File: src/rtl/capture_pkg.sv
// Shared encodings for the camera frame capture controller.
package capture_pkg;

  localparam int FRAME_BYTES_DEF = 614400;  // 640x480 RGB565

  localparam logic [1:0] MODE_STOP   = 2'b00;
  localparam logic [1:0] MODE_SINGLE = 2'b01;
  localparam logic [1:0] MODE_CONT   = 2'b10;
  localparam logic [1:0] MODE_STOP2  = 2'b11;

  typedef enum logic [1:0] {
    ST_IDLE = 2'd0,
    ST_ARM  = 2'd1,
    ST_CAPT = 2'd2,
    ST_SWAP = 2'd3
  } cap_state_t;

  function automatic logic mode_run(input logic [1:0] m);
    return (m == MODE_SINGLE) || (m == MODE_CONT);
  endfunction

endpackage

File: src/rtl/capture_frame_ctrl.sv
// Double-buffered frame capture: writes each frame into the back buffer and
// swaps front/back on a complete frame once the display releases rd_lock.
module capture_frame_ctrl
  import capture_pkg::*;
#(
  parameter int FRAME_BYTES = FRAME_BYTES_DEF,
  parameter int AW          = 20
) (
  input  logic          pclk,
  input  logic          rst_n,
  input  logic          vsync,
  input  logic [1:0]    mode,
  input  logic          start,
  input  logic          cap_we,
  input  logic [AW-1:0] cap_addr,
  input  logic          cap_end,
  input  logic          rd_lock,
  output logic [1:0]    fb_we,
  output logic [AW-1:0] fb_addr,
  output logic          front_sel,
  output logic          frame_done,
  output logic          busy,
  output logic [15:0]   frame_cnt,
  output logic [1:0]    err
);

  localparam int CW = $clog2(FRAME_BYTES + 1);
  localparam logic [CW-1:0] FULL = CW'(FRAME_BYTES);

  cap_state_t    state;
  logic          vsync_q;
  logic [CW-1:0] cnt;
  logic          run;
  cap_state_t    exit_st;

  assign run     = mode_run(mode);
  // Single vs continuous is only decided when leaving SWAP.
  assign exit_st = (mode == MODE_CONT) ? ST_ARM : ST_IDLE;
  assign busy    = (state != ST_IDLE);

  always_ff @(posedge pclk or negedge rst_n) begin
    if (!rst_n) begin
      state      <= ST_IDLE;
      vsync_q    <= 1'b1;
      cnt        <= '0;
      fb_we      <= '0;
      fb_addr    <= '0;
      front_sel  <= 1'b0;
      frame_done <= 1'b0;
      frame_cnt  <= '0;
      err        <= '0;
    end else begin
      vsync_q    <= vsync;
      fb_we      <= '0;
      frame_done <= 1'b0;
      if (!run) begin
        state <= ST_IDLE;
      end else begin
        case (state)
          ST_IDLE: if (start) begin
            state <= ST_ARM;
            err   <= '0;
          end
          ST_ARM: if (vsync_q && !vsync) begin
            state <= ST_CAPT;
            cnt   <= '0;
          end
          ST_CAPT: begin
            if (cap_we) begin
              if (cnt < FULL) begin
                fb_we   <= front_sel ? 2'b01 : 2'b10;
                fb_addr <= cap_addr;
                cnt     <= cnt + 1'b1;
              end else begin
                err[0] <= 1'b1;
              end
            end
            if (cap_end) state <= ST_SWAP;
          end
          ST_SWAP: begin
            if (cnt != FULL) begin
              err[1] <= 1'b1;
              state  <= exit_st;
            end else if (!rd_lock) begin
              front_sel  <= ~front_sel;
              frame_done <= 1'b1;
              frame_cnt  <= frame_cnt + 16'd1;
              state      <= exit_st;
            end
          end
          default: state <= ST_IDLE;
        endcase
      end
    end
  end

endmodule

File: config.mk
export PLATFORM = sky130hd
export DESIGN_NAME = capture_frame_ctrl
export DESIGN_NICKNAME = d
export VERILOG_FILES = /design/src/rtl/capture_pkg.sv /design/src/rtl/capture_frame_ctrl.sv
export SDC_FILE = /design/constraint.sdc
export NUM_CORES = 1
export LEC_CHECK = 0
export CAP_MARGIN = 10
export CORE_MARGIN = 4
export CORE_UTILIZATION = 50
export CTS_CLUSTER_SIZE = 8
export DETAILED_ROUTE_END_ITERATION = 7
export PLACE_DENSITY_LB_ADDON = 0.15
export SETUP_SLACK_MARGIN = 0.4
export SLEW_MARGIN = 20
export SYNTH_ARGS = -nofsm -noshare
export SYNTH_HDL_FRONTEND = slang
export SYNTH_SLANG_ARGS = --single-unit
File: constraint.sdc
create_clock -name pclk -period 5.3 [get_ports pclk]
set_clock_uncertainty 0.05 [all_clocks]
set_input_delay 1.06 -clock pclk [delete_from_list [all_inputs] [get_ports pclk]]
set_output_delay 1.06 -clock pclk [all_outputs]
set_load 0.01 [all_outputs]
* Word level (Yosys, flattened, before mapping)
Cells that the tools add are included.
** Storage, ports and cells
- Output and inout port bits :: 43
- Input bits :: 29
- Bits in registers :: 65
** Operators by class
- Bitwise logic cells :: 3
- Order comparisons :: 1
- Add/subtract/negate cells :: 2
- Equality and inequality tests :: 16
- Reduce and logical (&&, ||, !) cells :: 14
- Mux-type cells :: 27
** Operators with widths (count)
- $mux W20 :: 3
- $pmux W20 S2 :: 1
- $mux W2 :: 12
- $add A20 B1 Y20 const B :: 1
- $lt A20 B20 Y1 const B :: 1
- $ne A20 B20 Y1 const B :: 1
- $add A16 B1 Y16 const B :: 1
- $reduce_and A4 Y1 :: 4
- $ne A2 B2 Y1 const B :: 6
- $reduce_and A5 Y1 :: 2
- $ne A3 B3 Y1 const B :: 3
- $mux W1 :: 8
- $pmux W2 S4 :: 1
- $reduce_bool A2 Y1 :: 4
- $eq A2 B2 Y1 const B :: 3
- $eq A2 B1 Y1 const B :: 2
- $ne A4 B4 Y1 const B :: 1
- $pmux W1 S2 :: 2
- $not A1 Y1 :: 3
- $logic_not A2 Y1 :: 1
- $logic_and A1 B1 Y1 :: 1
- $logic_not A1 Y1 :: 1
- $logic_or A1 B1 Y1 :: 1

* Depth between registers and ports, before layout
- Depth after elaboration :: 6
- Depth in mapped cells :: 10

* Least setup slack after synthesis
No wires, ideal clock.
- Path type :: input to register
- From :: input mode[0]
- To :: register cnt[7]
- Data required time :: 5.124 ns
- Data arrival time :: 2.622 ns
- Buffers on the path :: 2
- Path slack :: 2.502 ns
- Stages :: 8
- Cells stage by stage :: inv_1 > ha_1 > inv_1 > o211ai_1 > clkbuf_1 > nor2_1 > clkbuf_1 > a221o_1
** Between the ends
- Word-level cells in the longest chain between the ends :: 3
- Elaborated cells on any way between the ends :: 4
- Those cells by class :: eq/ne (2); reduce/logical (2)
** RTL lines
- from (decl) :: RTL line capture_frame_ctrl.sv:12 : input logic [1:0] mode,
- $eq A2 B1 Y1 or $eq A2 B2 Y1 (tied branches) :: RTL line capture_pkg.sv:19 : return (m == MODE_SINGLE) || (m == MODE_CONT);
- $logic_or A1 B1 Y1 (*) :: RTL line capture_pkg.sv:19
- $reduce_and A5 Y1 (no source line) (*)
- to (signal assigned) :: RTL line capture_frame_ctrl.sv:73 : cnt <= cnt + 1'b1;
- to (decl) :: RTL line capture_frame_ctrl.sv:32 : logic [CW-1:0] cnt;
Every way passes the cells marked *; elsewhere a longest branch is shown, timed or not.
A chain may end at the register's enable or synchronous reset.

* Worst setup path in the final report
- From :: input mode[0]
- To :: register cnt[17]
Same word-level chain as after synthesis.

==> results by group <==
Detailed routing
  – Drt drc: 0
  – WL final: 7.18 mm
  – DR WL met2: 3.33 mm
  – Detailed-router iteration count before antenna repair: 4
  – Max Used Layer: met4
  – Detailed Route Iter0 Violations: 67
  – Via/cell ratio: 5.61
  – Average wire per standard cell: 15.9 µm
  – Met3 Wirelength: 464 µm
  – Post-route ant nets: 0
  – Wire length on met1: 3.27 mm
  – Vias: 2543

Power
  – Leakage power: 0.00181 µW
  – Pwr dens: 389 mW/mm²
  – Tot Pwr: 1630 µW
  – VDD IR max: 0.282 mV

Place
  – Dpl cells: 437
  – Port-buffer cells: 71
  – GP Congestion: 0.869
  – Placed wire-length estimate: 5.06 mm

Clock network
  – CTS tree: done
  – Setup repair bufs after CTS: 0
  – Clock transition at path regs: 0.07 ns
  – Clock Latency Late Sink: 0.35 ns
  – TritonCTS Buffers: 9
  – Hold-fix buffers at CTS: 0
  – Max Root-Sink Buffers: 2
  – Clk sinks: 65
  – H-tree Lvls: 3
  – Post_cts resized: 0
  – Clock Tree Root: clkbuf_8

Setup path
  – Crit-path leading delay family: simple AND/OR/NAND/NOR gates
  – CP cell instances: clkdlybuf4s50_1 -> inv_1 -> ha_1 -> inv_1 -> o211ai_1 -> nor2_1 -> nand2_1 -> o41ai_1
  – CP Capture Type: flip-flop
  – Slowest CP cell: nor2_1
  – WP buf/inv: 3
  – Worst-path fanout max: 13
  – Critical Path AT: 3.71 ns
  – Setup CP Type: in -> reg
  – Crit path top cell by count: inv_1
  – Startpoint Class: input port
  – Max stage delay on crit path: 0.75 ns
  – Req. time, crit path: 5.49 ns

Floorplanning
  – Core Region: 0.00606 mm²
  – Initial Util: 0.527
  – Ports: 72
  – Die height: 87.9 µm
  – FP Rows: 28
  – Die Wd: 87.9 µm
  – Full die area: 0.00773 mm²

Final layout
  – Fill count: 448
  – Non-Filler Instances: 453
  – Final nets: 411
  – Register area: 0.00163 mm²
  – Layout cells sized above 1: 0.130
  – Multi-input logic area: 0.00145 mm²
  – Synth-to-Final Area Change: 30.9%
  – ANT cells: 0

Outcome
  – Run status: complete, no violations

Global routing
  – Largest net degree at the start of global routing: 66
  – GR Overflow Total: 0
  – Total Routing Usage GR: 0.204
  – Number of global-route vias before repair: 2538
  – First-pass GRT wire length: 12.1 mm
  – Initial antenna violation count: 0

STA
  – Least-Margin Pin Slew: 1.08 ns
  – Max Clk Rate: 284 MHz
  – Rel. slew slack: 0.278
  – Final Slew Violations: 0
  – Min cycle time layout: 3.52 ns
  – RSZ-0062 raised after global routing: false
  – Setup TNS Final: 0 ns
  – Final Setup Violations: 0
  – Hold Vio Cnt, Final: 0
  – Final worst-path cycle share: 0.664

Synthesis
  – Post-synth EDFFs: 0
  – Synth Area per Inst: 10.6 µm²
  – Simple-gate area share of the yosys netlist: 0.188
  – Synth area leaders: dfrtp_1 50%, mux2_2 7.1%, o21ai_0 3.6%, ha_1 3.5%, nand3_1 2.8%
  – Synthesized instance count: 300
  – Netlist Area Pre-Place: 0.00319 mm²
  – Top_reg_cell synth: dfrtp_1
  – Flops & latches, synth: 65
  – Net Count, Synth: 338
  – Synth top cells by count: 64 x dfrtp_1, 23 x o21ai_0, 20 x mux2_2, 18 x nand2_1, 18 x nand3_1
  – Largest family of logic cells by synthesized area: simple AND/OR/NAND/NOR gates
  – Xor/xnor share of the synthesized area: 0.0439
  – Synth async-reset ratio: 1.00
  – Synth top area share: 0.501
  – Synth Area in Compound Gates: 0.114
  – Ys Warns: 0
  – Yosys top cell by area: dfrtp_1
  – Count leader, synth: dfrtp_1
  – Mux cell area share after synthesis: 0.0740
  – Post-Synth Adder-Cell Area: 0.0353
  – Sequential-to-total area share from yosys stat: 0.510
  – Yosys cell types: 48

Worst hold path
  – Hold WC Path Type: reg -> reg

Job
  – Max-cap viol count: 0
-- registers in the layout, indices dropped and copies added (netlist names) --
| name | count |
|---|---|
| front_sel | 1 |
| frame_done | 1 |
| state | 2 |
| frame_cnt | 16 |
| fb_we | 2 |
| cnt | 20 |
| vsync_q | 1 |
| fb_addr | 20 |
| err | 2 |
-- routing by layer --
layer | vias up | track usage
met5 | - | 0
met4 | 0 | 0.0907
met2 | 73 | 0.329
li1 | 1233 | -
met3 | 10 | 0.0489
met1 | 1227 | 0.263
-- cell type report --
| type | instances | share of cell area |
|---|---|---|
| Tap cell | 75 | 0.0224 |
| Clock buffer | 10 | 0.0329 |
| Inverter | 15 | 0.0135 |
| Clock inverter | 6 | 0.0218 |
| Multi-Input combinational cell | 209 | 0.348 |
| Timing Repair Buffer | 73 | 0.172 |
| Sequential cell | 65 | 0.389 |
-- logic make-up (layout without fill, tap and decap cells) --
kind of cell,Yosys count,after routing
and+or+nand+nor,106,106
xor gates and xnor gates,16,16
muxes,21,21
AOI/OAI and AO/OA,57,57
adders and majority gates,9,9
DFF,65,65
buffers and inverters,26,104
-- cell usage in the layout (no fill, tap or decap), drive strengths merged, types with 4 or more instances in the layout --
master	Yosys	final
nand2	18	18
nand3	18	18
clkbuf	7	10
nor2	15	15
mux2	21	21
o21ai	23	23
inv	15	15
a21o	5	5
a21oi	6	6
o31ai	4	4
and3	4	4
nor3	10	10
clkdlybuf4s50	0	70
xnor2	7	7
xor2	9	9
nand2b	5	5
dfrtp	64	64
ha	9	9
or3	5	5
a22o	4	4
nor4	7	7
nand4	13	13
-- report_power, final --
group          internal (µW)  switching, µW  total [µW]
Clock                    278            202         480
Sequential               591           63.0         654
Combinational            277            216         493
Total                   1150            481        1630
-- through the flow --
step,hold WS (ns),util,setup WS (ns),area [µm²]
after floorplan,0.438,-,2.50,3190
after global placement,0.391,0.652,1.49,3950
after detailed placement,0.394,0.652,1.40,3950
after CTS,0.422,0.690,1.76,4180
after global routing,0.435,0.690,1.48,4180
final,0.413,0.690,1.78,4180
-- final timing paths --
path	from	endpoint	slack, ns	depth (start not counted)
hold / removal	front_sel	fb_we[1]	0.41	1
hold reg to reg	front_sel	fb_we[1]	0.41	1
max in group asynchronous	rst_n	cnt[16]	3.82	2
setup reg to reg	state[0]	fb_addr[0]	2.43	6
min in group asynchronous	rst_n	fb_addr[4]	0.84	2
setup / recovery	mode[0]	cnt[17]	1.78	8
Note: power is estimated with default switching activity, not from simulation.
